===== src/rtl/feedback_loop_pkg.sv =====
// feedback_loop_pkg: shared width default, signed limits and
// skid-buffer state encoding for the first-difference decoder.
package feedback_loop_pkg;

    localparam int DEFAULT_WIDTH = 8;

    typedef enum logic [1:0] {
        EMPTY,
        ONE,
        FULL
    } skid_state_t;

    function automatic logic signed [31:0] smax(input int w);
        return (32'sd1 <<< (w - 1)) - 32'sd1;
    endfunction

    function automatic logic signed [31:0] smin(input int w);
        return -(32'sd1 <<< (w - 1));
    endfunction

endpackage


===== src/rtl/feedback_loop_inverse_if.sv =====
// feedback_loop_inverse_if: sample stream in, difference stream out,
// plus restart control and sticky overflow flag.
interface feedback_loop_inverse_if
    import feedback_loop_pkg::*;
#(
    parameter int WIDTH = DEFAULT_WIDTH
);

    logic [WIDTH-1:0] in_data;
    logic             in_valid;
    logic             in_ready;
    logic             restart;
    logic [WIDTH-1:0] out_data;
    logic             out_valid;
    logic             out_ready;
    logic             ovf;

    modport master (
        output in_data,
        output in_valid,
        input  in_ready,
        output restart,
        input  out_data,
        input  out_valid,
        output out_ready,
        input  ovf
    );

    modport slave (
        input  in_data,
        input  in_valid,
        output in_ready,
        input  restart,
        output out_data,
        output out_valid,
        input  out_ready,
        output ovf
    );

endinterface


===== src/rtl/feedback_loop_skid.sv =====
// feedback_loop_skid: 2-entry valid/ready skid buffer with registered
// ready, so the upstream never sees a combinational path from m_ready.
module feedback_loop_skid
    import feedback_loop_pkg::*;
#(
    parameter int WIDTH = DEFAULT_WIDTH
) (
    input  logic             clk,
    input  logic             rst_n,
    input  logic [WIDTH-1:0] s_data,
    input  logic             s_valid,
    output logic             s_ready,
    output logic [WIDTH-1:0] m_data,
    output logic             m_valid,
    input  logic             m_ready
);

    skid_state_t      state;
    logic [WIDTH-1:0] tail;
    logic             push;
    logic             pop;

    assign push = s_valid && s_ready;
    assign pop  = m_valid && m_ready;

    // m_data is the head entry; tail only holds data while FULL.
    always_ff @(posedge clk or negedge rst_n) begin
        if (!rst_n) begin
            state   <= EMPTY;
            s_ready <= 1'b1;
            m_valid <= 1'b0;
            m_data  <= '0;
            tail    <= '0;
        end else begin
            unique case (state)
                EMPTY: begin
                    if (push) begin
                        m_data  <= s_data;
                        m_valid <= 1'b1;
                        state   <= ONE;
                    end
                end
                ONE: begin
                    if (push && !pop) begin
                        tail    <= s_data;
                        s_ready <= 1'b0;
                        state   <= FULL;
                    end else if (push) begin
                        m_data <= s_data;
                    end else if (pop) begin
                        m_valid <= 1'b0;
                        state   <= EMPTY;
                    end
                end
                FULL: begin
                    if (pop) begin
                        m_data  <= tail;
                        s_ready <= 1'b1;
                        state   <= ONE;
                    end
                end
                default: begin
                    s_ready <= 1'b1;
                    m_valid <= 1'b0;
                    state   <= EMPTY;
                end
            endcase
        end
    end

endmodule


===== src/rtl/feedback_loop_inverse.sv =====
// feedback_loop_inverse: streaming first-difference decoder y = x - x_prev.
// Define FEEDBACK_LOOP_INVERSE_SAT_EN to saturate instead of wrap.
module feedback_loop_inverse
    import feedback_loop_pkg::*;
#(
    parameter int WIDTH = DEFAULT_WIDTH
) (
    input logic                   system1000,
    input logic                   system1000_rstn,
    feedback_loop_inverse_if.slave bus
);

    logic [WIDTH-1:0] prev;
    logic [WIDTH-1:0] prev_eff;
    logic [WIDTH-1:0] res;
    logic [WIDTH:0]   diff;
    logic             accept;
    logic             wrap;
    logic             ovf;

    assign accept   = bus.in_valid && bus.in_ready;
    assign prev_eff = bus.restart ? '0 : prev;
    assign diff     = {bus.in_data[WIDTH-1], bus.in_data}
                    - {prev_eff[WIDTH-1], prev_eff};
    // Sign bits disagree when the true difference leaves WIDTH bits.
    assign wrap     = diff[WIDTH] ^ diff[WIDTH-1];

`ifdef FEEDBACK_LOOP_INVERSE_SAT_EN
    localparam logic signed [31:0] MAX_W = smax(WIDTH);
    localparam logic signed [31:0] MIN_W = smin(WIDTH);

    assign res = !wrap      ? diff[WIDTH-1:0]
               : diff[WIDTH] ? MIN_W[WIDTH-1:0]
               :               MAX_W[WIDTH-1:0];
`else
    assign res = diff[WIDTH-1:0];
`endif

    always_ff @(posedge system1000 or negedge system1000_rstn) begin
        if (!system1000_rstn) begin
            prev <= '0;
            ovf  <= 1'b0;
        end else begin
            if (accept) begin
                prev <= bus.in_data;
            end else if (bus.restart) begin
                prev <= '0;
            end
            if (bus.restart) begin
                ovf <= accept && wrap;
            end else if (accept && wrap) begin
                ovf <= 1'b1;
            end
        end
    end

    assign bus.ovf = ovf;

    feedback_loop_skid #(
        .WIDTH(WIDTH)
    ) u_skid (
        .clk    (system1000),
        .rst_n  (system1000_rstn),
        .s_data (res),
        .s_valid(bus.in_valid),
        .s_ready(bus.in_ready),
        .m_data (bus.out_data),
        .m_valid(bus.out_valid),
        .m_ready(bus.out_ready)
    );

endmodule

===== src/flat_wrapper.sv =====
// flat-port wrapper written by rule: the top's interface ports become plain ports
module feedback_loop_inverse_flat import feedback_loop_pkg::*;
#(
    parameter int WIDTH = DEFAULT_WIDTH
)
  (system1000, system1000_rstn, bus_in_data, bus_in_valid, bus_in_ready, bus_restart, bus_out_data, bus_out_valid, bus_out_ready, bus_ovf);
  feedback_loop_inverse_if #(.WIDTH(WIDTH)) bus_i ();
  input logic system1000;
  input logic system1000_rstn;
  input wire logic [$bits(bus_i.in_data)-1:0] bus_in_data;
  input wire logic [$bits(bus_i.in_valid)-1:0] bus_in_valid;
  output wire logic [$bits(bus_i.in_ready)-1:0] bus_in_ready;
  input wire logic [$bits(bus_i.restart)-1:0] bus_restart;
  output wire logic [$bits(bus_i.out_data)-1:0] bus_out_data;
  output wire logic [$bits(bus_i.out_valid)-1:0] bus_out_valid;
  input wire logic [$bits(bus_i.out_ready)-1:0] bus_out_ready;
  output wire logic [$bits(bus_i.ovf)-1:0] bus_ovf;
  assign bus_i.in_data = bus_in_data;
  assign bus_i.in_valid = bus_in_valid;
  assign bus_in_ready = bus_i.in_ready;
  assign bus_i.restart = bus_restart;
  assign bus_out_data = bus_i.out_data;
  assign bus_out_valid = bus_i.out_valid;
  assign bus_i.out_ready = bus_out_ready;
  assign bus_ovf = bus_i.ovf;
  feedback_loop_inverse #(.WIDTH(WIDTH)) u_core (.system1000(system1000), .system1000_rstn(system1000_rstn), .bus(bus_i));
endmodule

===== config.mk =====
export PLATFORM = sky130hd
export DESIGN_NAME = feedback_loop_inverse_flat
export DESIGN_NICKNAME = d
export VERILOG_FILES = /design/src/rtl/feedback_loop_pkg.sv /design/src/rtl/feedback_loop_inverse_if.sv /design/src/rtl/feedback_loop_skid.sv /design/src/rtl/feedback_loop_inverse.sv /design/src/flat_wrapper.sv
export SDC_FILE = /design/constraint.sdc
export NUM_CORES = 1
export LEC_CHECK = 0
export BUFFER_PORTS_ARGS = -buffer_cell sky130_fd_sc_hd__buf_2
export CAP_MARGIN = 30
export CORE_ASPECT_RATIO = 1.75
export CORE_MARGIN = 1
export CORE_UTILIZATION = 40
export CTS_BUF_LIST = sky130_fd_sc_hd__clkbuf_8
export DETAILED_ROUTE_END_ITERATION = 12
export SLEW_MARGIN = 5
export SYNTH_ARGS = -nofsm -noshare
export SYNTH_HDL_FRONTEND = slang
export SYNTH_SLANG_ARGS = --single-unit

===== constraint.sdc =====
create_clock -name system1000 -period 6.01 [get_ports system1000]
set_clock_uncertainty 0.2 [all_clocks]
set_input_delay 0.3005 -clock system1000 [delete_from_list [all_inputs] [get_ports system1000]]
set_output_delay 0.3005 -clock system1000 [all_outputs]
set_load 0.02 [all_outputs]

Yosys cells after proc, flatten, opt, wreduce, memory -nomap -nowiden. Index checks and enable logic that the tools add are counted.

Equal/unequal tests: 10. Add/subtract/negate cells: 1. Shifts and indexed selects: 0. Div/mod/pow operators: 0. Bitwise gates (word level): 3. $lt $le $gt $ge: 0. $mul: 0. Reductions and logical operators: 13. Muxes and demuxes: 22.

Operator list (count): 8-bit 2-to-1 mux (5); 8-bit case mux with 3 select lines (1); 2-bit 2-to-1 mux (5); 2-bit != test, second input constant (5); 8-bit by 8-bit subtractor with 9-bit output (1); 1-bit 2-to-1 mux (8); 3-bit != test, second input constant (2); 1-bit case mux with 3 select lines (2); 2-bit case mux with 3 select lines (1); 3-bit AND reduction (2); 5-bit AND reduction (1); 1-bit logical AND (4); 4-bit AND reduction (1); 3-bit nonzero test (1); 2-bit by 1-bit == test with 1-bit output, second input constant (1); 2-bit == test, second input constant (1); 2-bit logical NOT (1); 2-bit by 1-bit != test with 1-bit output, second input constant (1); 1-bit inverter (2); 2-bit AND reduction (1); 2-bit nonzero test (1); 1-bit logical NOT (1); 1-bit bitwise XOR (1).

Output and inout port bits: 11. Memories kept: 0. Input port bits: 13. Register bits after elaboration: 29. Word-level logic and storage cells: 56. Bits in read-only memories: 0. Latch bits: 0. RAM bits: 0.

Longest topological paths before layout.
Depth in word-level cells: 6. Mapped depth: 9.

Cells and area by module. From an unflattened synthesis, not the netlist that was laid out.

Cell total of the unflattened synthesis: 148. Area total of the unflattened synthesis: 1675.4 um2.

By module, submodules not included: feedback_loop_skid (cells each 65, times used 1, seq. area each 501.7 um2, area each 962.2 um2); feedback_loop_inverse (cells each 83, times used 1, seq. area each 225.2 um2, area each 713.2 um2).

Least setup slack after synthesis. OpenSTA, ideal clock, no wires.

Path type: register to register. Start point: register u_core.prev[0]. End point: register u_core.u_skid.m_data[6]. Cell stages (with the launch flop): 10. Setup slack: 3.829 ns. Data required time: 5.691 ns. Clock period less this slack: 2.181 ns. Data arrival time: 1.863 ns. Path through: dfrtp_1 -> nor2b_1 -> ha_1 -> inv_1 -> fa_1 -> a21o_1 -> a221oi_2 -> xor2_1 -> o211ai_1 -> o21a_1.

Longest elaborated chain between the ends: 5.

RTL lines: from (decl) (line feedback_loop_inverse.sv:13) `logic [WIDTH-1:0] prev;`; from (signal assigned) (line feedback_loop_inverse.sv:45) `prev <= bus.in_data;`; 8-bit 2-to-1 mux (*) (line feedback_loop_inverse.sv:22) `assign prev_eff = bus.restart ? '0 : prev;`; 8-bit by 8-bit subtractor with 9-bit output (*) (line feedback_loop_inverse.sv:24) `- {prev_eff[WIDTH-1], prev_eff};`; 8-bit 2-to-1 mux (*) (line feedback_loop_skid.sv:37, feedback_loop_skid.sv:48); 8-bit 2-to-1 mux (line feedback_loop_skid.sv:44) `if (push && !pop) begin`; 8-bit case mux with 3 select lines (*) (line feedback_loop_skid.sv:35) `unique case (state)`; to (signal assigned) (line feedback_loop_skid.sv:38) `m_data <= s_data;`; to (signal assigned) (line feedback_loop_skid.sv:49) `m_data <= s_data;`; to (signal assigned) (line feedback_loop_skid.sv:57) `m_data <= tail;`; to (decl) (line feedback_loop_skid.sv:13) `output logic [WIDTH-1:0] m_data,`.

Mark *: on every way between the ends. The rest lies on a longest branch, timed or not. The select of a mux whose other input is x is not followed. A chain may end at the register's enable or synchronous reset.

Worst setup path after layout. Same ends and word-level chain as after synthesis.

==> results.yml <==
timing:
  rsz0062_at_grt: "false"
  slew_headroom_pct: 56.2
  worst_slew_pin_slew_ns: 0.658
  finalCritPeriodShare_pct: 39.8
  hold_viol_final: 0
  max_freq_mhz: 418
  period_minus_slack_ns: 2.39
  setup_viol: 0
  fin_tns_setup_ns: 0
  drv_slew: 0
floorplanning:
  core_area_mm2: 0.00366
  core.rowCount: 29
  die_x_um: 49.1
  die_y_um: 84.5
  num_io_pins: 24
  initial_utilization_pct: 42.4
  dieArea_mm2: 0.00415
flow_run:
  cap_violations: 0
grt:
  grt_pass1_wl_um: 5350
  grt_pass1_vias: 1259
  antenna_found_initial: 0
  grt_max_degree: 30
  grt-ovfl-total: 0
  grt_use_total_pct: 16.6
finish:
  final_cell_mix: "29 x nand2_1, 28 x dfrtp_1, 23 x buf_2"
  layoutNonFillerInstCount: 236
  finalNetCount: 211
  area_growth_pct: 15.5
  fillCellCount: 378
  diodes: 0
  final_common_cell: "nand2_1"
  seqCellArea_um2: 727
  layout-drive-gt1-share_pct: 20.0
  multi_input_area_um2: 787
placed_design:
  place_inst: 227
  place_congestion: 0.842
  portBuffers: 23
  dp_hpwl_um: 2400
cts:
  cts-root-buf: "clkbuf_8"
  cts_sinks: 29
  clock_latency_ns: 0.28
  numCtsBuffers: 5
  tritoncts: "yes"
  htreeDepth: 2
  clk_path_buf_depth: 2
  clk_pin_slew_ns: 0.06
drt:
  drc: 0
  drt_iter0_markers: 31
  vias_per_cell: 5.27
  wl_per_cell_um: 13.2
  drt_wl_total_um: 3120
  drtPass1Iterations: 4
  vias: 1244
  drtAntennaViolNets: 0
min_path:
  min_path_type: "input port to register"
  worstHoldStart: "bus_in_data[7]"
  min_to: "u_core.prev[7]"
  hold_path_depth: 3
setup_path:
  cp-startpoint: "u_core.prev[0]"
  r2r-start: "u_core.prev[0]"
  worstSetupPathType: "register to register"
  r2r_cells: 9
  ff2ff_setup_slack_ns: 3.62
  arrival_ns: 2.36
  required_ns: 5.98
  worstSetupStartpointType: "register"
  cp-end-kind: "register"
  cp_max_fo: 2
  r2r_end: "u_core.u_skid.m_data[6]"
synth:
  async_flop_share_pct: 100
  synth_mux_area_share_pct: 2.17
  synth.largest_area_cell: "dfrtp_1"
  synth_compound_area_share_pct: 18.0
  synthFlopType: "dfrtp_1"
  synthCells: 163
  ys_types: 37
  synth_nets: 185
  synth_area_leaders: "dfrtp_1 45%, nand2_1 7.0%, ha_1 6.4%, o21ai_0 5.2%, a21oi_1 3.2%"
  synth_seq_area_share_pct: 46.8
  synth_warnings: 0
  yosys_register_bits: 29
  synth_edf_count: 0
  syn_area_mm2: 0.00155
  synth_top_area_share_pct: 45.1
  avgSynthCellArea_um2: 9.53
  synth_top_family_by_area: "simple AND/OR/NAND/NOR gates"
  yosys.area_share.simple_pct: 18.8
  post_synth_xor_area_fraction_pct: 3.95
  synthAdderAreaFrac_pct: 7.73
status:
  status: "finished clean"
pwr:
  powerDensity_mw_per_mm2: 210
  power.leakage_uw: 0.000862
  worst_ir_drop_vdd_v: 0.000156
[flip-flops by register name, summed over array words and instances, names as in the netlist]
name	cells
u_core.prev	8
u_core.u_skid.s_ready	1
u_core.u_skid.state	2
u_core.u_skid.m_data	8
u_core.u_skid.tail	8
u_core.bus.ovf	1
u_core.u_skid.m_valid	1
[logic make-up after synthesis]
kind of cell / Yosys count
AND/OR/NAND/NOR: 62
AO/OA/AOI/OAI: 44
flip-flops: 29
buffers and inverters: 9
adder cells (fa/ha/maj): 9
XOR/XNOR: 7
multiplexers: 3
[synthesized netlist by cell type (2+ instances only)]
library cell  count
inv_1             4
a21o_1            2
a31oi_1           6
o22ai_1           2
nand3b_1          2
buf_2             2
a21oi_1          10
o21ai_0          16
dfrtp_1          28
mux2_2            3
ha_1              8
nand3_1           2
xnor2_1           2
xor2_1            5
and3_1            2
nor2_1           11
nand2b_1          8
nor2b_1           2
nand2_1          29
o21a_1            2
[critical path, cell delays in order (launching register included)]
cell,delay (ns)
dfrtp_1,0.31
nor2b_1,0.18
ha_1,0.20
inv_1,0.06
fa_1,0.41
a21o_1,0.21
a221oi_2,0.28
xor2_1,0.20
o211ai_1,0.10
o21a_1,0.14
[metal layers]
metal	part of all wire [%]	vias to the layer above	wire (um)	track usage [%]
li1	-	618	-	-
met1	40	582	1240	18.2
met2	53	37	1660	28.4
met3	3.9	7	122	4.53
met4	2.9	0	90	8.82
met5	0	-	0	0
[final cells by class]
type | instances | share of cell area (%)
repair buffers | 24 | 6.97
multi-input cells | 125 | 43.9
flip-flops and latches | 29 | 40.5
well taps | 46 | 3.21
clock inverters | 3 | 0.767
inverters | 4 | 0.837
clock buffers | 5 | 3.84
[timing repair]
action | 4_1_cts | 5_1_grt
hold buffers | 1 | 0
gates resized for setup | 0 | 0
buffers inserted | 0 | 0
endpoints found under the hold margin | 28 | 0
[how the worst max path moves through the flow]
stage                               to  slack (ns)  cells after the start
3_3_place_gp   u_core.u_skid.m_data[6]        3.57                     10
3_5_place_dp   u_core.u_skid.m_data[6]        3.45                     10
2_1_floorplan  u_core.u_skid.m_data[6]        3.83                      9
6_report       u_core.u_skid.m_data[6]        3.62                      9
5_1_grt        u_core.u_skid.m_data[6]        3.48                      9
4_1_cts        u_core.u_skid.m_data[6]        3.60                      9
[where the power goes]
group | switching, uW | internal, uW
logic | 18.8 | 12.8
clock network | 70.9 | 78.2
registers | 0.00000000000000809 | 195
[per-stage QoR]
| stage | worst slack [ns] | hold slack, ns | cell area (um2) | total power (uW) | util [%] |
|---|---|---|---|---|---|
| 4_1_cts | 3.60 | 0.0473 | 1790 | 383 | 49.0 |
| 3_3_place_gp | 3.57 | 0.158 | 1700 | 229 | 46.4 |
| 5_1_grt | 3.48 | 0.0635 | 1790 | 395 | 49.0 |
| 6_report | 3.62 | 0.0555 | 1790 | 376 | 49.0 |
| 2_1_floorplan | 3.83 | -0.195 | 1550 | 217 | - |
| 3_5_place_dp | 3.45 | 0.171 | 1700 | 230 | 46.4 |
Power figures use the tool's default switching activity.
